**src/rtl/alu_issue_controller_pkg.sv**
```systemverilog
// rtl/alu_issue_controller_pkg.sv - shared sizes, FSM encoding and pipeline stage type
package alu_issue_controller_pkg;

   localparam int NUM_REGS        = 16;
   localparam int REG_W           = 4;
   localparam int OP_W            = 3;
   localparam int DEFAULT_LATENCY = 3;
   localparam int NUM_CHECKS      = 6;

   typedef enum logic {
      RUN   = 1'b0,
      DRAIN = 1'b1
   } state_t;

   typedef struct packed {
      logic             valid;
      logic             we1;
      logic [REG_W-1:0] sel1;
      logic             we2;
      logic [REG_W-1:0] sel2;
   } wb_stage_t;

endpackage

```
**src/rtl/alu_scoreboard.sv**
```systemverilog
// rtl/alu_scoreboard.sv - pending-write bits with retire bypass and set-over-clear priority
module alu_scoreboard
   import alu_issue_controller_pkg::*;
(
   input  logic                             clk,
   input  logic                             rst,
   input  logic                             set_en1,
   input  logic [REG_W-1:0]                 set_sel1,
   input  logic                             set_en2,
   input  logic [REG_W-1:0]                 set_sel2,
   input  logic                             clr_en1,
   input  logic [REG_W-1:0]                 clr_sel1,
   input  logic                             clr_en2,
   input  logic [REG_W-1:0]                 clr_sel2,
   input  logic [NUM_CHECKS-1:0]            chk_en,
   input  logic [NUM_CHECKS-1:0][REG_W-1:0] chk_sel,
   output logic [NUM_REGS-1:0]              busy_mask,
   output logic                             hazard
);

   logic [NUM_REGS-1:0] set_mask;
   logic [NUM_REGS-1:0] clr_mask;
   logic [NUM_REGS-1:0] busy_bypass;
   logic [NUM_REGS-1:0] busy_next;

   // Lookups see this cycle's retirements already cleared; r0 is forced idle.
   always_comb begin
      set_mask = '0;
      clr_mask = '0;
      if (set_en1) set_mask[set_sel1] = 1'b1;
      if (set_en2) set_mask[set_sel2] = 1'b1;
      if (clr_en1) clr_mask[clr_sel1] = 1'b1;
      if (clr_en2) clr_mask[clr_sel2] = 1'b1;
      busy_bypass    = busy_mask & ~clr_mask;
      busy_bypass[0] = 1'b0;
      busy_next      = busy_bypass | set_mask;
      busy_next[0]   = 1'b0;
      hazard         = 1'b0;
      for (int i = 0; i < NUM_CHECKS; i++) begin
         if (chk_en[i] && busy_bypass[chk_sel[i]]) hazard = 1'b1;
      end
   end

   always_ff @(posedge clk) begin
      if (rst) busy_mask <= '0;
      else     busy_mask <= busy_next;
   end

endmodule

```
**src/rtl/alu_issue_controller.sv**
```systemverilog
// rtl/alu_issue_controller.sv - ALU issue gate with scoreboard, writeback pipeline and flush drain
module alu_issue_controller
   import alu_issue_controller_pkg::*;
#(
   parameter int LATENCY = DEFAULT_LATENCY
)
(
   input  logic                clk,
   input  logic                rst,
   input  logic                in_valid,
   output logic                in_ready,
   input  logic [OP_W-1:0]     alu_op,
   input  logic                const_c,
   input  logic [1:0]          alu_write,
   input  logic [REG_W-1:0]    alu_a_select,
   input  logic [REG_W-1:0]    alu_b_select,
   input  logic [REG_W-1:0]    alu_c_select,
   input  logic [REG_W-1:0]    alu_d_select,
   input  logic [REG_W-1:0]    alu_Y1_select,
   input  logic [REG_W-1:0]    alu_Y2_select,
   input  logic                flush_req,
   output logic                issue_valid,
   output logic [OP_W-1:0]     issue_op,
   output logic                wb_en1,
   output logic                wb_en2,
   output logic [REG_W-1:0]    wb_sel1,
   output logic [REG_W-1:0]    wb_sel2,
   output logic [NUM_REGS-1:0] busy_mask,
   output logic [3:0]          inflight,
   output logic                drained
);

   state_t    state;
   wb_stage_t pipe [LATENCY];
   wb_stage_t entry;
   wb_stage_t tail;
   logic      hazard;
   logic      issue;
   logic      retire;
   logic      keep_y2;
   logic [3:0] inflight_next;

   assign in_ready    = (state == RUN) && !hazard;
   assign issue       = in_valid && in_ready;
   assign issue_valid = issue;
   assign issue_op    = issue ? alu_op : '0;

   // A doubled destination keeps only the Y1 write.
   assign keep_y2 = alu_write[1] && !(alu_write[0] && (alu_Y1_select == alu_Y2_select));
   assign entry   = '{valid: issue, we1: issue && alu_write[0], sel1: alu_Y1_select,
                      we2: issue && keep_y2, sel2: alu_Y2_select};

   assign tail    = pipe[LATENCY-1];
   assign retire  = tail.valid;
   assign wb_en1  = tail.we1;
   assign wb_en2  = tail.we2;
   assign wb_sel1 = tail.we1 ? tail.sel1 : '0;
   assign wb_sel2 = tail.we2 ? tail.sel2 : '0;

   assign inflight_next = inflight + {3'b000, issue} - {3'b000, retire};
   assign drained       = (state == DRAIN) && (inflight_next == 4'd0);

   alu_scoreboard u_scoreboard (
      .clk      (clk),
      .rst      (rst),
      .set_en1  (entry.we1),
      .set_sel1 (entry.sel1),
      .set_en2  (entry.we2),
      .set_sel2 (entry.sel2),
      .clr_en1  (tail.we1),
      .clr_sel1 (tail.sel1),
      .clr_en2  (tail.we2),
      .clr_sel2 (tail.sel2),
      .chk_en   ({alu_write[1], alu_write[0], !const_c, !const_c, 1'b1, 1'b1}),
      .chk_sel  ({alu_Y2_select, alu_Y1_select, alu_d_select, alu_c_select,
                  alu_b_select, alu_a_select}),
      .busy_mask(busy_mask),
      .hazard   (hazard)
   );

   always_ff @(posedge clk) begin
      if (rst) begin
         for (int i = 0; i < LATENCY; i++) pipe[i] <= '0;
      end else begin
         pipe[0] <= entry;
         for (int i = 1; i < LATENCY; i++) pipe[i] <= pipe[i-1];
      end
   end

   always_ff @(posedge clk) begin
      if (rst) begin
         state    <= RUN;
         inflight <= 4'd0;
      end else begin
         inflight <= inflight_next;
         case (state)
            RUN:     if (flush_req) state <= DRAIN;
            DRAIN:   if (inflight_next == 4'd0) state <= RUN;
            default: state <= RUN;
         endcase
      end
   end

endmodule

```
**config.mk**
```make
export PLATFORM = sky130hd
export DESIGN_NAME = alu_issue_controller
export DESIGN_NICKNAME = d
export VERILOG_FILES = /design/src/rtl/alu_issue_controller_pkg.sv /design/src/rtl/alu_scoreboard.sv /design/src/rtl/alu_issue_controller.sv
export SDC_FILE = /design/constraint.sdc
export NUM_CORES = 1
export LEC_CHECK = 0
export ABC_AREA = 1
export CAP_MARGIN = 40
export CORE_UTILIZATION = 50
export CTS_BUF_LIST = sky130_fd_sc_hd__clkbuf_4
export CTS_CLUSTER_DIAMETER = 30
export DETAILED_ROUTE_END_ITERATION = 12
export GPL_TIMING_DRIVEN = 0
export PLACE_DENSITY = 0.8
export REMOVE_ABC_BUFFERS = 1
export SLEW_MARGIN = 20
export SYNTH_ARGS = -nofsm -noshare
export SYNTH_HDL_FRONTEND = slang
export SYNTH_SLANG_ARGS = --single-unit
export TNS_END_PERCENT = 10
```
**constraint.sdc**
```tcl
create_clock -name clk -period 5.1 [get_ports clk]
set_clock_uncertainty 0.2 [all_clocks]
set_input_delay 1.02 -clock clk [delete_from_list [all_inputs] [get_ports clk]]
set_output_delay 1.02 -clock clk [all_outputs]
set_load 0.01 [all_outputs]
```
==> results of run 1 <==
[final cells by class]
cell class | instances | area, um2 | area share
clock buffers | 5 | 37.5 | 0.00834
clock inverters | 2 | 38.8 | 0.00862
inverters | 110 | 413 | 0.0917
multi-input cells | 432 | 2130 | 0.473
flip-flops and latches | 53 | 1070 | 0.238
well taps | 96 | 120 | 0.0267
repair buffers | 73 | 688 | 0.153
[synth_stat cells, drive strengths merged]
cell type / count / area share
a21oi: 12 / 0.017
buf: 10 / 0.019
clkbuf: 5 / 0.0052
conb: 1 / 0.0010
dfxtp: 53 / 0.29
fa: 1 / 0.0056
ha: 4 / 0.014
inv: 110 / 0.11
nand2: 142 / 0.15
nand3: 101 / 0.16
nand3b: 2 / 0.0042
nand4: 19 / 0.037
nor2: 121 / 0.13
nor3: 3 / 0.0056
nor4: 1 / 0.0017
o211ai: 2 / 0.0042
o21a: 1 / 0.0021
o21ai: 16 / 0.022
o22ai: 1 / 0.0017
o41ai: 1 / 0.0024
xnor2: 1 / 0.0024
xor2: 3 / 0.0073
[stage by stage]
step / utilization / setup slack [ns] / hold slack [ns] / setup TNS (ns) / instances
CTS: 0.649 / 0.0240 / 0.212 / 0 / 768
detailed placement: 0.627 / -0.908 / 0.197 / -0.908 / 759
global placement: 0.628 / -0.869 / 0.191 / -0.869 / 759
finish: 0.655 / 0.170 / 0.207 / 0 / 771
global route: 0.655 / -0.000680 / 0.228 / -0.000680 / 771
floorplan: - / 0.695 / 0.188 / 0 / 595
[metal layers]
metal,vias up,track usage,share of wire
met5,-,0,0
met4,0,0.145,0.037
met3,38,0.0429,0.084
met2,235,0.503,0.47
met1,1805,0.394,0.41
li1,2032,-,-
[power breakdown]
group	switching (W)	internal (W)
Clock	0.000128	0.000103
Combinational	0.000126	0.0000846
Sequential	0.00000973	0.000428
[logic make-up after synthesis]
| logic type | after synthesis | synth area share |
|---|---|---|
| simple gates | 389 | 0.487 |
| buf+inv | 125 | 0.139 |
| flops | 53 | 0.295 |
| compound gates | 33 | 0.0494 |
| fa+ha+maj | 5 | 0.0195 |
| xor+xnor | 4 | 0.00974 |
| other cells | 1 | 0.00104 |
[what timing repair did]
action / CTS / global route
gates cloned: 0 / 0
resized for setup: 53 / 31
hold endpoints to repair: 0 / 0
endpoints found under the setup margin: 1 / 1
hold buffers: 0 / 0
setup buffers: 2 / 3
pin swaps: 5 / 6
[tightest hold or removal path, cell delays in order, from the launching register on]
cell,delay (ns)
dfxtp_1,0.32
inv_1,0.04
nor2_1,0.03
[flip-flops by register name, summed over array words and instances, names as in the netlist]
| register | cells |
|---|---|
| u_scoreboard.busy_mask | 15 |
| pipe | 33 |
| state | 1 |
| inflight | 4 |
[final timing paths]
kind	from	end	slack (ns)	cells past startpoint
setup / recovery	alu_Y2_select[1]	drained	0.17	17
hold / removal	pipe[0][16]	pipe[0][27]	0.21	2
setup reg to reg	pipe[0][27]	state	1.58	18
hold reg to reg	pipe[0][16]	pipe[0][27]	0.21	2
==> flow_summary.ini, run 1 <==
[layout]
stdcell_area_um2 = 4500
synthToLayoutAreaGrowth_pct = 25.1
drive_above_1_share = 0.121
num-nets-final = 714
final_common_cell = nand2_1
insertedDiodeCount = 0
mostFrequentLayoutCells = 136 x nand2_1, 102 x nor2_1, 95 x inv_1
n_fill_cell = 667

[clock_network]
numCtsBuffers = 5
clk_pin_slew_ns = 0.15
cts_buffer_depth = 2
htree_num_levels = 2
root_buffer = clkbuf_4
clk_latency_ns = 0.37
cts_tree = built
clock_sinks = 53

[power]
powerDensity_nw_per_um2 = 195
static-leakage-power_nw = 2.14
power.total_w = 0.000879
ir_worst_vdd_mv = 0.212

[sta]
drv_slew = 0
setup_viol_count_final = 0
min_period_over_period = 0.967
relSlewSlack = 0.439
finalHoldViolCount = 0
max_freq_mhz = 203
max_slew.worst_pin.slew_ns = 0.830
period_minus_slack_ns = 4.93

[detailed_routing]
wirelength_um = 11400
wl_per_cell_um = 14.7
dr.first_iter.drc_count = 444
drt-pass1-iter-count = 5
via_per_inst = 5.33
ant_nets = 0
via_count = 4110
drc = 0

[setup_path]
worstSetupStartpointType = input pin
worstPathRequired_ns = 3.88
cpPeakStageDelay_ns = 0.45
endpoint_kind = output port
cpMaxStageDelayCell = fa_1
crit_fanout = 6
critPathArrivalTime_ns = 3.71
criticalPathCategory = input pin to output port
critical_path.top_delay_family = simple AND/OR/NAND/NOR gates
crit_top_cell = nand2_1
path_buf_inv = 5
crit_chain = dlygate4sd2_1, nand2_2, inv_1, nand2_1, nand3_1, nand2_1, nand3_1, nor2_2, nor2_4, nand4_4, inv_2, ha_2, fa_1, nor4_2, nand2_1, inv_1, clkbuf_2

[floorplan]
die_y_um = 86.8
core-area_um2 = 6870
die_x_um = 86.8
rows = 30
die-area_um2 = 7540
start_util = 0.524
pin_count = 70

[global_routing]
track_usage = 0.306
grt_max_degree = 47
grt_pass1_vias = 3610
grt_overflow = 0
grt_pass1_wl_um = 17500
antenna_found_initial = 0

[synth]
postSynthAreaPerCell_um2 = 5.90
syn_inst = 610
synth-seq-area-share = 0.295
ys_warn_count = 0
ys_ff_latch = 53
synthDistinctLibCells = 32
syn_area_um2 = 3600

[outcome]
status = completed

[placed_design]
port_buffers = 68
place_area_um2 = 4310
place.gp.congestion = 0.953
post-dp-hpwl_um = 8650

[job]
drv_cap = 0

[min_path]
hp-class = flop to flop
No activity file was read; power rests on OpenSTA's default activity.
==> run 2: changes to the inputs <==
SLEW_MARGIN = 40   (was 20)
==> results of run 2 <==
The final DEF is identical to that of run 1; final timing and power are the same.
==> run 3: changes to the inputs <==
CORE_UTILIZATION = 49   (was 50)
PLACE_DENSITY = 0.83   (was 0.8)
SYNTH_HIERARCHICAL = 1   (was not set)
clock period = 4.35 ns   (was 5.1 ns; I/O delays follow)
==> run 3 against run 2 <==
Effect of this change:
- the run now ends with negative setup slack left
- global-route usage grew 1.8 points
- flip-flop and latch count is the same
- clock power up 26%
- final area grew 6.6%
- synthesized area fell by 2.7%
- register-to-register slack got worse by 1.8 ns
- power rose by 23%
- cell count shrank 1.0%
- hold slack gained 0.0036 ns
- critical endpoint unchanged
- largest cell class unchanged
==> flow_summary.ini, run 3 <==
[power]
ir_worst_vdd_mv = 0.200
pwr-share-seq = 0.478
combPwrFrac = 0.252
clkPwrFrac = 0.271
powerDensity_nw_per_um2 = 225
static-leakage-power_nw = 2.14
switchingPower_w = 0.000328
switching_share = 0.303
p_int_w = 0.000753

[synth]
synthDistinctLibCells = 27
ys_warn_count = 6
synthArstFlopShare = 0
synth_top_area_frac = 0.303
synth-seq-area-share = 0.303
synth_edf_count = 0
yosys_most_used_dff = dfxtp_1
syn_area_um2 = 3500
synthMostInstantiatedCell = nand2_1
synth_top_cell_by_area = dfxtp_1
synth_area_leaders = dfxtp_1 30%, nand3_1 15%, nand2_1 12%, inv_1 11%, nor2_1 8.3%
syn_inst = 580
ys_ff_latch = 53
postSynthAreaPerCell_um2 = 6.03
synth_common_cells = 112 x nand2_1, 102 x nand3_1, 100 x inv_1, 77 x nor2_1, 53 x dfxtp_1

[detailed_routing]
via_per_inst = 5.60
via_count = 4276
dr.first_iter.drc_count = 359
ant_nets = 0
wl_per_cell_um = 15.6
drt-pass1-iter-count = 6
drc = 0
wirelength_um = 11900

[placed_design]
placed_cells = 734
place.gp.congestion = 0.900
port_buffers = 68
post-dp-hpwl_um = 8610
place_area_um2 = 4250

[sta]
rsz0062_at_grt = yes
min_period_over_period = 1.05
max_slew.worst_pin.slew_ns = 0.520
setup_viol_count_final = 2
setup-tns-final_ns = -0.406
max_freq_mhz = 219
relSlewSlack = 0.653
drv_slew = 0
finalWorstSetupSlack_ns = -0.226
finalHoldViolCount = 0
period_minus_slack_ns = 4.58

[layout]
num-nets-final = 705
reg_top3 = pipe: 33 flops, u_scoreboard/busy_mask: 15 flops, inflight: 4 flops
final_common_cell = nand2_1
layout.cells.non_filler = 763
stdcell_area_um2 = 4800
largest-register = pipe
largest_reg_flops = 33
n_fill_cell = 588
mostFrequentLayoutCells = 95 x nand2_1, 87 x inv_1, 84 x nand3_1
insertedDiodeCount = 0
synthToLayoutAreaGrowth_pct = 37.1
drive_above_1_share = 0.178

[setup_path]
endpoint_kind = output port
crit_fanout = 6
criticalPathCategory = flop to output port
critPathArrivalTime_ns = 3.51
worstSetupStartpointType = flop
worstPathRequired_ns = 3.28

[clock_network]
clk_latency_ns = 0.37
numCtsBuffers = 5
cts_tree = built
root_buffer = clkbuf_4
clk_pin_slew_ns = 0.16
clock_sinks = 53
htree_num_levels = 2
hold_buffers = 0
cts_buffer_depth = 2

[global_routing]
grt_pass1_vias = 3955
antenna_found_initial = 0
track_usage = 0.324
grt_overflow = 0
grt_pass1_wl_um = 18800
grt_max_degree = 54

[job]
drv_cap = 0

[min_path]
hp-class = flop to flop

[floorplan]
start_util = 0.512
die-area_um2 = 7480
die_x_um = 86.5
pin_count = 70
core-area_um2 = 6830
die_y_um = 86.5
rows = 30

[outcome]
status = complete, but fails checks
violations = negative setup slack
[run 3: changes by cell type after synthesis, moves of 3 or more]
cell and delta:
nor2_1 -37, nand2_1 -30, nand4_1 +23, a21oi_1 +22, nand3_1 +12, nor3_1 +10, inv_1 -7, o21ai_0 -7
nand3_2 -6, o21ai_1 -4, inv_2 -3
[run 3: cells by family (layout without fill, tap and decap cells)]
kind of cell / Yosys count / after routing / share of synthesized area
AO/OA/AOI/OAI: 41 / 41 / 0.0601
other: 2 / 3 / 0.00215
flip-flops: 53 / 53 / 0.303
adder cells (fa/ha/maj): 5 / 5 / 0.0200
AND/OR/NAND/NOR: 362 / 362 / 0.479
XOR/XNOR: 4 / 4 / 0.0100
buffers and inverters: 113 / 199 / 0.125
[run 3: layer usage]
metal | up-vias | routed length, um | GRT usage
met2 | 252 | 5530 | 0.542
li1 | 2059 | - | -
met3 | 53 | 947 | 0.0419
met4 | 0 | 584 | 0.188
met5 | - | 0 | 0
met1 | 1912 | 4870 | 0.400
[run 3: cell type report]
type,count,area (um2),area share
Clock inverter,3,47.5,0.00991
Timing Repair Buffer,89,823,0.172
Tap cell,96,120,0.0250
Sequential cell,53,1090,0.228
Inverter,102,385,0.0803
Clock buffer,5,37.5,0.00782
Multi-Input combinational cell,415,2290,0.477
[run 3: power by group through the flow]
stage                     Clock, W  Combinational [W]  Sequential, W
final                     0.000292           0.000272       0.000516
after CTS                 0.000297           0.000264       0.000516
after floorplan                  0           0.000114       0.000528
after global routing      0.000310           0.000296       0.000519
after detailed placement         0           0.000220       0.000529
after global placement           0           0.000216       0.000528
[run 3: worst paths after layout]
check | start | slack [ns] | endpoint | depth (start not counted)
min | pipe[0][14] | 0.21 | pipe[0][25] | 2
max | pipe[0][29] | -0.23 | drained | 22
min reg2reg | pipe[0][14] | 0.21 | pipe[0][25] | 2
max reg2reg | pipe[0][29] | -0.18 | state | 32
[run 3: worst max-delay path, stage by stage, from the launching register on]
cell and delay (ns):
dfxtp_4 0.42, inv_1 0.07, nor2_4 0.16, nand3_2 0.20
nand4_1 0.15, nand3_1 0.10, nand3_1 0.10, nand3b_1 0.09
nand3_2 0.10, nand2_1 0.06, nor2_2 0.14, nand2_1 0.09
nor2_2 0.13, nand2_2 0.08, inv_2 0.07, ha_4 0.13
inv_2 0.03, fa_1 0.53, nand3_1 0.08, nor2_1 0.12
nand3_2 0.08, inv_1 0.05, buf_2 0.12
[run 3: stage by stage]
| stage | hold WS [ns] | power [W] | worst slack, ns | util |
|---|---|---|---|---|
| finish | 0.210 | 0.00108 | -0.226 | 0.702 |
| global route | 0.221 | 0.00112 | -0.443 | 0.702 |
| CTS | 0.213 | 0.00108 | -0.177 | 0.702 |
| detailed placement | 0.192 | 0.000748 | -1.58 | 0.622 |
| global placement | 0.190 | 0.000744 | -1.53 | 0.622 |
| floorplan | 0.188 | 0.000642 | 0.192 | - |
[run 3: timing repair]
item | in CTS | in global routing
resized for setup | 143 | 1
setup endpoints to repair | 6 | 2
setup buffers | 21 | 0
pin swaps | 22 | 0
